--- src/rtl/seq_divider.sv ---
// -----------------------------------------------------------------------------
// seq_divider
//
// Multi-cycle radix-2 restoring divider for the HI/LO unit. It serves DIV
// (signed) and DIVU (unsigned). The divider works on operand magnitudes and
// applies a sign correction in the FINISH cycle.
//
// Ports
//   clock      rising-edge clock
//   reset      asynchronous, active-low reset
//   Op_div     start a signed divide (sampled in IDLE only, wins over Op_divu)
//   Op_divu    start an unsigned divide (sampled in IDLE only)
//   Abort      synchronous flush of any in-flight operation
//   Dividend   numerator, sampled on the start edge
//   Divisor    denominator, sampled on the start edge
//   Quotient   registered quotient (LO)
//   Remainder  registered remainder (HI)
//   Stall      high while an operation is in flight
//   Done       one-cycle pulse, results valid in the same cycle
//
// Optional build macro
//   SEQ_DIVIDER_EARLY_OUT_EN  when defined, an operation with a non-zero
//                             divisor and |Dividend| < |Divisor| goes straight
//                             from IDLE to FINISH and skips the BUSY iterations.
// -----------------------------------------------------------------------------
module seq_divider #(
    parameter int WIDTH = 32
) (
    input  logic             clock,
    input  logic             reset,
    input  logic             Op_div,
    input  logic             Op_divu,
    input  logic             Abort,
    input  logic [WIDTH-1:0] Dividend,
    input  logic [WIDTH-1:0] Divisor,
    output logic [WIDTH-1:0] Quotient,
    output logic [WIDTH-1:0] Remainder,
    output logic             Stall,
    output logic             Done
);

    localparam int CNT_W = (WIDTH > 2) ? $clog2(WIDTH) : 1;

    localparam logic [1:0] ST_IDLE   = 2'd0;
    localparam logic [1:0] ST_BUSY   = 2'd1;
    localparam logic [1:0] ST_FINISH = 2'd2;

    localparam logic [CNT_W-1:0] CNT_LAST = CNT_W'(WIDTH - 1);
    localparam logic [CNT_W-1:0] CNT_ONE  = CNT_W'(1);
    localparam logic [CNT_W-1:0] CNT_ZERO = {CNT_W{1'b0}};
    localparam logic [WIDTH-1:0] W_ZERO   = {WIDTH{1'b0}};
    localparam logic [WIDTH-1:0] W_ONES   = {WIDTH{1'b1}};
    localparam logic [WIDTH-1:0] W_ONE    = {{(WIDTH-1){1'b0}}, 1'b1};

    // Two's-complement negation with wrap-around. |0x80000000| stays
    // 0x80000000, which is what makes the signed-overflow case come out right.
    function automatic logic [WIDTH-1:0] negate(input logic [WIDTH-1:0] x);
        return (~x) + W_ONE;
    endfunction

    logic [1:0]       state_q, state_d;
    logic [CNT_W-1:0] cnt_q, cnt_d;
    logic [WIDTH-1:0] rem_q, rem_d;        // partial remainder
    logic [WIDTH-1:0] dvd_q, dvd_d;        // dividend magnitude, becomes quotient
    logic [WIDTH-1:0] dvs_q, dvs_d;        // divisor magnitude
    logic [WIDTH-1:0] raw_q, raw_d;        // raw dividend for divide-by-zero
    logic             neg_quo_q, neg_quo_d;
    logic             neg_rem_q, neg_rem_d;
    logic             dbz_q, dbz_d;
    logic [WIDTH-1:0] quo_out_q, quo_out_d;
    logic [WIDTH-1:0] rem_out_q, rem_out_d;
    logic             stall_q, stall_d;
    logic             done_q, done_d;

    logic             start_s;
    logic             is_signed_s;
    logic [WIDTH-1:0] a_mag_s;
    logic [WIDTH-1:0] b_mag_s;
    logic [WIDTH:0]   partial_s;
    logic [WIDTH:0]   diff_s;

    // Start decode, operand magnitudes and one restoring-division step.
    always_comb begin
        start_s     = (Op_div | Op_divu) & ~Abort;
        is_signed_s = Op_div;
        a_mag_s     = (is_signed_s & Dividend[WIDTH-1]) ? negate(Dividend) : Dividend;
        b_mag_s     = (is_signed_s & Divisor[WIDTH-1])  ? negate(Divisor)  : Divisor;
        // rem_q[WIDTH-1] is always 0 before the last shift, so the 33-bit
        // partial never loses information.
        partial_s   = {rem_q, dvd_q[WIDTH-1]};
        diff_s      = partial_s - {1'b0, dvs_q};
    end

    // Next-state and datapath update for the IDLE / BUSY / FINISH sequencer.
    always_comb begin
        state_d   = state_q;
        cnt_d     = cnt_q;
        rem_d     = rem_q;
        dvd_d     = dvd_q;
        dvs_d     = dvs_q;
        raw_d     = raw_q;
        neg_quo_d = neg_quo_q;
        neg_rem_d = neg_rem_q;
        dbz_d     = dbz_q;
        quo_out_d = quo_out_q;
        rem_out_d = rem_out_q;
        done_d    = 1'b0;

        case (state_q)
            ST_IDLE: begin
                if (start_s) begin
                    neg_quo_d = is_signed_s & (Dividend[WIDTH-1] ^ Divisor[WIDTH-1]);
                    neg_rem_d = is_signed_s & Dividend[WIDTH-1];
                    dvd_d     = a_mag_s;
                    dvs_d     = b_mag_s;
                    rem_d     = W_ZERO;
                    raw_d     = Dividend;
                    dbz_d     = (Divisor == W_ZERO);
                    cnt_d     = CNT_LAST;
`ifdef SEQ_DIVIDER_EARLY_OUT_EN
                    // Quotient is 0; the remainder magnitude is |Dividend| and
                    // the normal sign correction restores the raw dividend.
                    if ((Divisor != W_ZERO) && (a_mag_s < b_mag_s)) begin
                        rem_d   = a_mag_s;
                        dvd_d   = W_ZERO;
                        state_d = ST_FINISH;
                    end else begin
                        state_d = ST_BUSY;
                    end
`else
                    state_d   = ST_BUSY;
`endif
                end else begin
                    state_d = ST_IDLE;
                end
            end
            ST_BUSY: begin
                if (Abort) begin
                    state_d = ST_IDLE;
                end else begin
                    // Negative difference (bit WIDTH set) means restore.
                    rem_d = diff_s[WIDTH] ? partial_s[WIDTH-1:0] : diff_s[WIDTH-1:0];
                    dvd_d = {dvd_q[WIDTH-2:0], ~diff_s[WIDTH]};
                    if (cnt_q == CNT_ZERO) begin
                        state_d = ST_FINISH;
                    end else begin
                        cnt_d = cnt_q - CNT_ONE;
                    end
                end
            end
            ST_FINISH: begin
                if (Abort) begin
                    state_d = ST_IDLE;
                end else begin
                    quo_out_d = dbz_q ? W_ONES : (neg_quo_q ? negate(dvd_q) : dvd_q);
                    rem_out_d = dbz_q ? raw_q  : (neg_rem_q ? negate(rem_q) : rem_q);
                    done_d    = 1'b1;
                    state_d   = ST_IDLE;
                end
            end
            default: begin
                state_d = ST_IDLE;
            end
        endcase

        stall_d = (state_d != ST_IDLE);
    end

    // State and datapath registers with asynchronous active-low reset.
    always_ff @(posedge clock or negedge reset) begin
        if (!reset) begin
            state_q   <= ST_IDLE;
            cnt_q     <= CNT_ZERO;
            rem_q     <= W_ZERO;
            dvd_q     <= W_ZERO;
            dvs_q     <= W_ZERO;
            raw_q     <= W_ZERO;
            neg_quo_q <= 1'b0;
            neg_rem_q <= 1'b0;
            dbz_q     <= 1'b0;
            quo_out_q <= W_ZERO;
            rem_out_q <= W_ZERO;
            stall_q   <= 1'b0;
            done_q    <= 1'b0;
        end else begin
            state_q   <= state_d;
            cnt_q     <= cnt_d;
            rem_q     <= rem_d;
            dvd_q     <= dvd_d;
            dvs_q     <= dvs_d;
            raw_q     <= raw_d;
            neg_quo_q <= neg_quo_d;
            neg_rem_q <= neg_rem_d;
            dbz_q     <= dbz_d;
            quo_out_q <= quo_out_d;
            rem_out_q <= rem_out_d;
            stall_q   <= stall_d;
            done_q    <= done_d;
        end
    end

    assign Quotient  = quo_out_q;
    assign Remainder = rem_out_q;
    assign Stall     = stall_q;
    assign Done      = done_q;

endmodule

--- config.mk ---
export PLATFORM = sky130hd
export DESIGN_NAME = seq_divider
export DESIGN_NICKNAME = d
export VERILOG_FILES = /design/src/rtl/seq_divider.sv
export SDC_FILE = /design/constraint.sdc
export NUM_CORES = 1
export LEC_CHECK = 0
export BUFFER_PORTS_ARGS = -buffer_cell sky130_fd_sc_hd__buf_4
export CAP_MARGIN = 5
export CORE_MARGIN = 5
export CORE_UTILIZATION = 60
export CTS_CLUSTER_DIAMETER = 60
export DETAILED_ROUTE_END_ITERATION = 6
export PLACE_DENSITY_LB_ADDON = 0.08
export SETUP_SLACK_MARGIN = 0.02
export SLEW_MARGIN = 20
export SYNTH_ARGS = -nofsm -noshare
export SYNTH_HDL_FRONTEND = slang
export SYNTH_SLANG_ARGS = --single-unit
--- constraint.sdc ---
create_clock -name clock -period 4.26 [get_ports clock]
set_clock_uncertainty 0.15 [all_clocks]
set_input_delay 0.639 -clock clock [delete_from_list [all_inputs] [get_ports clock]]
set_output_delay 0.639 -clock clock [all_outputs]
set_load 0.03 [all_outputs]
; Word level (Yosys, flattened, before mapping)
; Cells that the tools add are included.
[word_totals]
register_bits = 204
latch_bits = 0
mem_bits_rw = 0
mem_bits_ro = 0
elab_cells = 68
memories = 0
[op_classes]
n_addsub = 6
mul = 0
div_mod_pow = 0
n_lt_le_gt_ge = 0
n_eq_ne = 5
shift = 0
n_mux = 23
bitwise_logic = 12
reduce_logical = 9
[ops]
columns = operator, count
row1 = 2-to-1 mux 32 bit, 11
row2 = adder 32 x 1 -> 32 bit (second input constant), 4
row3 = inverter 32 bit, 4
row4 = one-hot mux 32 bit (2 select lines), 2
row5 = subtractor 33 x 32 -> 33 bit, 1
row6 = logical NOT 32 bit, 1
row7 = 2-to-1 mux 5 bit, 3
row8 = one-hot mux 5 bit (2 select lines), 1
row9 = != test 2 bit (second input constant), 3
row10 = logical NOT 5 bit, 1
row11 = subtractor 5 x 1 -> 5 bit (second input constant), 1
row12 = bitwise AND 1 bit, 4
row13 = 2-to-1 mux 2 bit, 2
row14 = one-hot mux 2 bit (2 select lines), 1
row15 = AND reduction 2 bit, 2
row16 = AND reduction 4 bit, 1
row17 = nonzero test 2 bit, 2
row18 = 2-to-1 mux 1 bit, 3
row19 = AND reduction 3 bit, 1
row20 = == test 2 x 1 -> 1 bit (second input constant), 1
row21 = == test 2 bit (second input constant), 1
row22 = logical NOT 2 bit, 1
row23 = inverter 1 bit, 2
row24 = bitwise OR 1 bit, 1
row25 = bitwise XOR 1 bit, 1

; Logic depth before layout (Yosys ltp)
; Gate-level depths: netlist (run 1).
[logic_depth]
ltp_word = 5
ltp_mapped = 15
ltp_nobuf = 12

; Worst setup path before layout (run 1)
; No wires, ideal clock.
[synth_timing]
path_type = register to register
start = register dvd_q[31]
end = register rem_q[19]
arrival_time_ns = 3.093
required_ns = 4.023
slack_ns = 0.931
stages_incl_launch_ff = 16
n_path_buf = 3
synth_period_minus_slack_ns = 3.329
path_cell_list = dfrtp_1 -> inv_1 -> ha_1 -> fa_1 -> nor2b_1 -> o2111ai_1 -> a21oi_1 -> o2111ai_1 -> a2111o_1 -> and3_1 -> clkbuf_1 -> o21ai_1 -> nand3_1 -> buf_2 -> buf_6 -> o211ai_1
[synth_between]
elab_chain_cells = 4
[synth_rtl]
columns = item, line
row1 = "start, declared", 64  ; logic [WIDTH-1:0] dvd_q, dvd_d;
row2 = "start signal, assigned", 189  ; dvd_q <= dvd_d;
row3 = subtractor 33 x 32 -> 33 bit, 91  ; diff_s = partial_s - {1'b0, dvs_q};
row4 = 2-to-1 mux 32 bit, 142  ; rem_d = diff_s[WIDTH] ? partial_s[WIDTH-1:0] : diff_s[WIDTH-1:0];
row5 = 2-to-1 mux 32 bit, 138  ; if (Abort) begin
row6 = one-hot mux 32 bit (2 select lines), 109  ; case (state_q)
row7 = "end signal, assigned", 188  ; rem_q <= rem_d;
row8 = "end, declared", 63  ; logic [WIDTH-1:0] rem_q, rem_d;
; No other way between the ends. The select of a mux whose other input is x is not followed.
; A chain may end at the register's enable or synchronous reset.

; Worst setup path after layout (run 1)
[layout_timing]
start = register dvd_q[31]
end = register rem_q[11]
; The elaborated chain is that of the path after synthesis.

==> results_dict.tcl, run 1 <==
set metrics [dict create \
    ir_worst_vdd_v 0.000376 \
    period_minus_slack_ps 3870 \
    p_leak_nw 6.80 \
    cts.repair.resized 0 \
    slew_headroom 0.357 \
    hold_viol 5 \
    worst_pin_slew_ps 965 \
    min_period_over_period 0.908 \
    p_per_area_nw_per_um2 588 \
    clockBufferDepth 3 \
    antenna_found_initial 0 \
    avgSynthCellArea_um2 8.09 \
    stdcell_count 1953 \
    max_cap_violations 0 \
    ant_nets 0 \
    setup_viol 0 \
    h-tree-depth 1 \
    regToRegStartpoint "dvd_q[31]$_DFFE_PN0P_" \
    cts_tree "done" \
    die_area_um2 24200 \
    drive_gt1_frac 0.123 \
    hold_path_class "in2async" \
    postLayoutCellArea_um2 14600 \
    netlist_top_cells_area "dfrtp_1 (40%), nand2_1 (8.2%), o21ai_0 (6.8%)" \
    clock-sinks 204 \
    pwr-share-comb 0.455 \
    path_max_fanout 23 \
    clock_latency_ps 520 \
    clkPwrFrac 0.212 \
    drt-initial-drc-count 675 \
    postSynthRegisterBits 204 \
    seqPwrFrac 0.333 \
    ys.flop_type "dfrtp_1" \
    num-nets-final 1772 \
    synth_seq_area_share 0.401 \
    clock.fmax_mhz 258 \
    drcViolationCount 0 \
    die_h_um 156 \
    synth_cells 1575 \
    yosysWarningCount 0 \
    syn_area_um2 12700 \
    async_reset_ff_frac 1.00 \
    grt_usage 0.268 \
    io_buffers 134 \
    fin_hold_ws_ps -15.6 \
    tns_ps 0 \
    violations "negative hold slack" \
    place_area_um2 14000 \
    grt_max_degree 89 \
    rows 53 \
    critPathKind "reg2reg" \
    num_vias 11400 \
    grt_overflow 0 \
    antennaDiodeCount 0 \
    drt_wl_total_um 33100 \
    crit_start "dvd_q[31]$_DFFE_PN0P_" \
    firstDrtPassIters 5 \
    io_pins 135 \
    vias_per_cell 5.85 \
    syn_nets 1682 \
    core_area_um2 21000 \
    postLayoutCoreUtil 0.699 \
    synth-edff-count 0 \
    placedCellCount 1915 \
    power_mw 8.61 \
    clk_pin_slew_ps 60 \
    drv_slew 0 \
    dp_hpwl_um 24400 \
    cts_hold_buffers 0 \
    post_drt_wl_per_cell_um 17.0 \
    cp.arrival_ps 4140 \
    yosysTopAreaCellShare 0.401 \
    root_buffer "clkbuf_16" \
    initial_utilization 0.608 \
    yosys.area.top_type "dfrtp_1" \
    grt_pass1_wl_um 54100 \
    place_congestion 0.921 \
    cts-buffers-inserted 23 \
    synth_cell_types 65 \
    rsz0062_at_grt "false" \
    cts_setup_buffers 0 \
    status "finished, violations left" \
    power.switching_mw 3.69 \
    required_ps 4530 \
    grt_pass1_vias 11000 \
    fp.dieW_um 156 \
    area_delta_synth_final_pct 14.9 \
    critPathLaunchType "flip-flop" \
    netSwitchingFraction 0.429 \
    cp-end-kind "flip-flop" \
    intPower_mw 4.91 \
]
cell usage in the layout, fill, tap and decap left out, drive strengths merged, types with 14 or more instances in the layout:
cell type / n
buf: 149
xor2: 78
and3: 21
ha: 37
o31ai: 22
nand2: 280
or3: 21
o211ai: 30
clkbuf: 31
o41ai: 14
dfrtp: 204
xnor2: 62
nor3: 20
nand3: 25
nor2: 136
inv: 61
o21ai: 178
a21oi: 156
per-layer routing:
metal / up-vias / part of all wire / track usage
li1: 5665 / - / -
met3: 42 / 0.050 / 0.0338
met2: 314 / 0.49 / 0.472
met1: 5410 / 0.44 / 0.352
met4: 0 / 0.020 / 0.0688
met5: - / 0 / 0
metrics by stage:
step           hold WS, ps  worst slack [ps]
2_1_floorplan          193               931
3_3_place_gp           304               552
3_5_place_dp           305               414
4_1_cts               6.75               392
5_1_grt               37.2               119
6_report             -15.6               391
cells by family (layout without fill, tap and decap cells):
| kind of cell | count (synthesis) | in the layout | share of synthesized area |
|---|---|---|---|
| AND/OR/NAND/NOR | 579 | 579 | 0.204 |
| adder cells (fa/ha/maj) | 38 | 38 | 0.0379 |
| AO/OA/AOI/OAI | 465 | 465 | 0.215 |
| flip-flops | 204 | 204 | 0.401 |
| multiplexers | 4 | 4 | 0.00314 |
| XOR/XNOR | 140 | 140 | 0.0963 |
| buffers and inverters | 145 | 248 | 0.0434 |
worst max-delay path, cell delays in order, from the launching register on:
cell and delay [ps]:
dfrtp_1 410, inv_1 110, ha_1 230, fa_1 400, nor2b_1 170, o2111ai_1 140, a21oi_1 280, o2111ai_1 230
a2111o_1 440, and3_1 250, o21ai_1 190, nand3_1 290, buf_12 260, o211ai_1 200
worst paths after layout:
| path | depth (start not counted) | slack, ps | end |
|---|---|---|---|
| max | 13 | 390 | rem_q[11]$_DFFE_PN0P_ |
| min | 1 | -20 | Quotient[9]$_DFFE_PN0P_ |
| max reg2reg | 13 | 390 | rem_q[11]$_DFFE_PN0P_ |
| min reg2reg | 2 | 330 | dvs_q[20]$_DFFE_PN0P_ |
| max in group asynchronous | 2 | 2980 | dvd_q[0]$_DFFE_PN0P_ |
| min in group clock | 3 | 180 | raw_q[29]$_DFFE_PN0P_ |
sequential cells by signal, summed over array words and instances (netlist names):
register   count
Quotient      32
Remainder     32
dvd_q         32
dvs_q         32
raw_q         32
rem_q         32
cnt_q          5
state_q        2
Done           1
Stall          1
dbz_q          1
neg_quo_q      1
neg_rem_q      1
layout make-up:
type	instances	area (um^2)
Sequential cell	204	5110
Fill cell	1779	6320
Inverter	60	225
Multi-Input combinational cell	1226	7110
Clock inverter	8	50.0
Timing Repair Buffer	150	1170
Clock buffer	30	632
Tap cell	275	344
synth_stat cells (3+ instances only):
| cell type | n |
|---|---|
| o21ai_0 | 173 |
| o31ai_1 | 21 |
| o41ai_1 | 11 |
| or3_1 | 21 |
| o21a_1 | 3 |
| o21ai_1 | 5 |
| clkbuf_1 | 76 |
| nand2b_1 | 10 |
| buf_1 | 7 |
| and3_1 | 20 |
| o2111ai_1 | 6 |
| xnor2_1 | 62 |
| nand3_1 | 25 |
| dfrtp_1 | 204 |
| inv_1 | 60 |
| o41ai_2 | 3 |
| nor3_1 | 20 |
| or4_4 | 3 |
| a21boi_0 | 4 |
| and2_1 | 7 |
| nand4_1 | 10 |
| o211ai_1 | 30 |
| nor2_1 | 136 |
| nor2b_1 | 13 |
| a21o_1 | 10 |
| xor2_1 | 78 |
| mux2i_1 | 4 |
| ha_1 | 37 |
| a31oi_1 | 12 |
| o221ai_1 | 10 |
| nor4_1 | 11 |
| a21oi_1 | 156 |
| or4_1 | 10 |
| nand2_1 | 279 |
power groups by stage:
stage	registers [mW]	clock network, mW	logic [mW]
final	2.87	1.82	3.92
after global routing	2.92	1.95	4.38
after CTS	2.85	1.86	3.89
after detailed placement	2.88	0	3.87
after global placement	2.86	0	3.79
after floorplan	2.68	0	3.00
Note: power is estimated with default switching activity, not from simulation.
==> run 2: changes to the inputs <==
--- a/config.mk
+++ b/config.mk
@@ -12,6 +12,7 @@
 export CTS_CLUSTER_DIAMETER = 60
 export DETAILED_ROUTE_END_ITERATION = 6
 export PLACE_DENSITY_LB_ADDON = 0.08
+export RECOVER_POWER = 100
 export SETUP_SLACK_MARGIN = 0.02
 export SLEW_MARGIN = 20
 export SYNTH_ARGS = -nofsm -noshare
==> results_dict.tcl, run 2 (same netlist as run 1, synthesis figures left out) <==
set metrics [dict create \
    status "finished, violations left" \
    violations "max-capacitance violations, max-slew violations" \
    ant_nets 0 \
    intPower_mw 4.90 \
    r2r-end "rem_q[11]$_DFFE_PN0P_" \
    multi_input_area_um2 7050 \
    cp.arrival_ps 4160 \
    die_area_um2 24200 \
    reg2regPathDepth 13 \
    antennaDiodeCount 0 \
    fill_cells 1882 \
    grt_overflow 0 \
    cts.repair.resized 0 \
    dp_hpwl_um 24400 \
    cts_hold_buffers 0 \
    h-tree-depth 1 \
    vias_per_cell 5.84 \
    cp-end-kind "flip-flop" \
    placedCellCount 1915 \
    postLayoutCellArea_um2 14300 \
    p_per_area_nw_per_um2 601 \
    critPathKind "reg2reg" \
    pwr-share-comb 0.454 \
    clock_latency_ps 520 \
    clock-sinks 204 \
    required_ps 4530 \
    antenna_found_initial 0 \
    ir_worst_vdd_v 0.000377 \
    stdcell_count 1953 \
    firstDrtPassIters 7 \
    path_max_fanout 23 \
    place_congestion 0.921 \
    layout_common_cells "nand2_1 (279), dfrtp_1 (203), o21ai_0 (175)" \
    seqPwrFrac 0.334 \
    layout_commonest_cell "nand2_1" \
    hold_viol 0 \
    period_minus_slack_ps 3890 \
    io_buffers 134 \
    cts_setup_buffers 0 \
    p_leak_nw 6.47 \
    ff_latch_area_um2 5110 \
    num-nets-final 1772 \
    num_vias 11400 \
    cts-buffers-inserted 23 \
    r2r_setup_slack_ps 370 \
    power.switching_mw 3.68 \
    area_delta_synth_final_pct 12.0 \
    setup_slack_ps 370 \
    drv_slew 207 \
    grt_usage 0.268 \
    regToRegStartpoint "dvd_q[31]$_DFFE_PN0P_" \
    crit_start "dvd_q[31]$_DFFE_PN0P_" \
    netSwitchingFraction 0.429 \
    hold_path_class "in2reg" \
    power_mw 8.58 \
    hold_start "Dividend[29]" \
    grt_pass1_vias 11000 \
    grt_pass1_wl_um 54100 \
    core_area_um2 21000 \
    drt-initial-drc-count 719 \
    max_cap_violations 4 \
    initial_utilization 0.608 \
    rsz0062_at_grt "false" \
    root_buffer "clkbuf_16" \
    min_period_over_period 0.913 \
    drive_gt1_frac 0.0739 \
    io_pins 135 \
    drcViolationCount 0 \
    clkPwrFrac 0.212 \
    cts_tree "done" \
    clock.fmax_mhz 257 \
    tns_ps 0 \
    place_area_um2 14000 \
    clockBufferDepth 3 \
    grt_max_degree 89 \
    die_h_um 156 \
    rows 53 \
    crit_end "rem_q[11]$_DFFE_PN0P_" \
    worst_pin_slew_ps 1930 \
    fin_hold_ws_ps 184 \
    post_drt_wl_per_cell_um 17.0 \
    clk_pin_slew_ps 60 \
    critPathLaunchType "flip-flop" \
    drt_wl_total_um 33200 \
    dp_slack_ps 414 \
    setup_viol 0 \
    postLayoutCoreUtil 0.681 \
    fp.dieW_um 156 \
    slew_headroom -0.285 \
]
-- run 2: cell count changes in the layout (fill, tap and decap cells not counted), moves of 3 or more --
| cell | previous run | this run |
|---|---|---|
| or4_4 | 3 | 0 |
| clkbuf_2 | 0 | 5 |
| nor4_1 | 10 | 13 |
| or4_1 | 9 | 13 |
| clkbuf_1 | 4 | 74 |
| buf_4 | 146 | 72 |
-- run 2: power by group through the flow --
| stage | Sequential (mW) | Combinational [mW] | Clock (mW) |
|---|---|---|---|
| global placement | 2.86 | 3.79 | 0 |
| finish | 2.86 | 3.90 | 1.82 |
| floorplan | 2.68 | 3.00 | 0 |
| detailed placement | 2.88 | 3.87 | 0 |
| global route | 2.92 | 4.35 | 1.95 |
| CTS | 2.85 | 3.89 | 1.86 |
-- run 2: worst min-delay path by stage --
stage / cells after the start / end
final: 3 / raw_q[29]$_DFFE_PN0P_
after floorplan: 0 / Done$_DFF_PN0_
after global routing: 3 / raw_q[29]$_DFFE_PN0P_
after detailed placement: 2 / raw_q[31]$_DFFE_PN0P_
after global placement: 2 / raw_q[31]$_DFFE_PN0P_
after CTS: 1 / dvd_q[6]$_DFFE_PN0P_
-- run 2: final cells by class --
| cell class | count | share of cell area |
|---|---|---|
| multi-input cells | 1226 | 0.494 |
| flip-flops and latches | 204 | 0.358 |
| repair buffers | 150 | 0.0605 |
| clock buffers | 30 | 0.0443 |
| well taps | 275 | 0.0241 |
| inverters | 60 | 0.0158 |
| clock inverters | 8 | 0.00351 |
-- run 2: metal layers --
metal / GRT usage / vias to the layer above / share of wire
met5: 0 / - / 0
met3: 0.0338 / 47 / 0.051
met4: 0.0688 / 0 / 0.020
met2: 0.472 / 308 / 0.49
met1: 0.352 / 5400 / 0.44
li1: - / 5659 / -
-- run 2: worst max-delay path: stages (launching register included) --
cell	delay [ps]
dfrtp_1	410
inv_1	110
ha_1	230
fa_1	400
nor2b_1	170
o2111ai_1	140
a21oi_1	280
o2111ai_1	230
a2111o_1	440
and3_1	250
o21ai_1	190
nand3_1	290
buf_12	280
o211ai_1	200
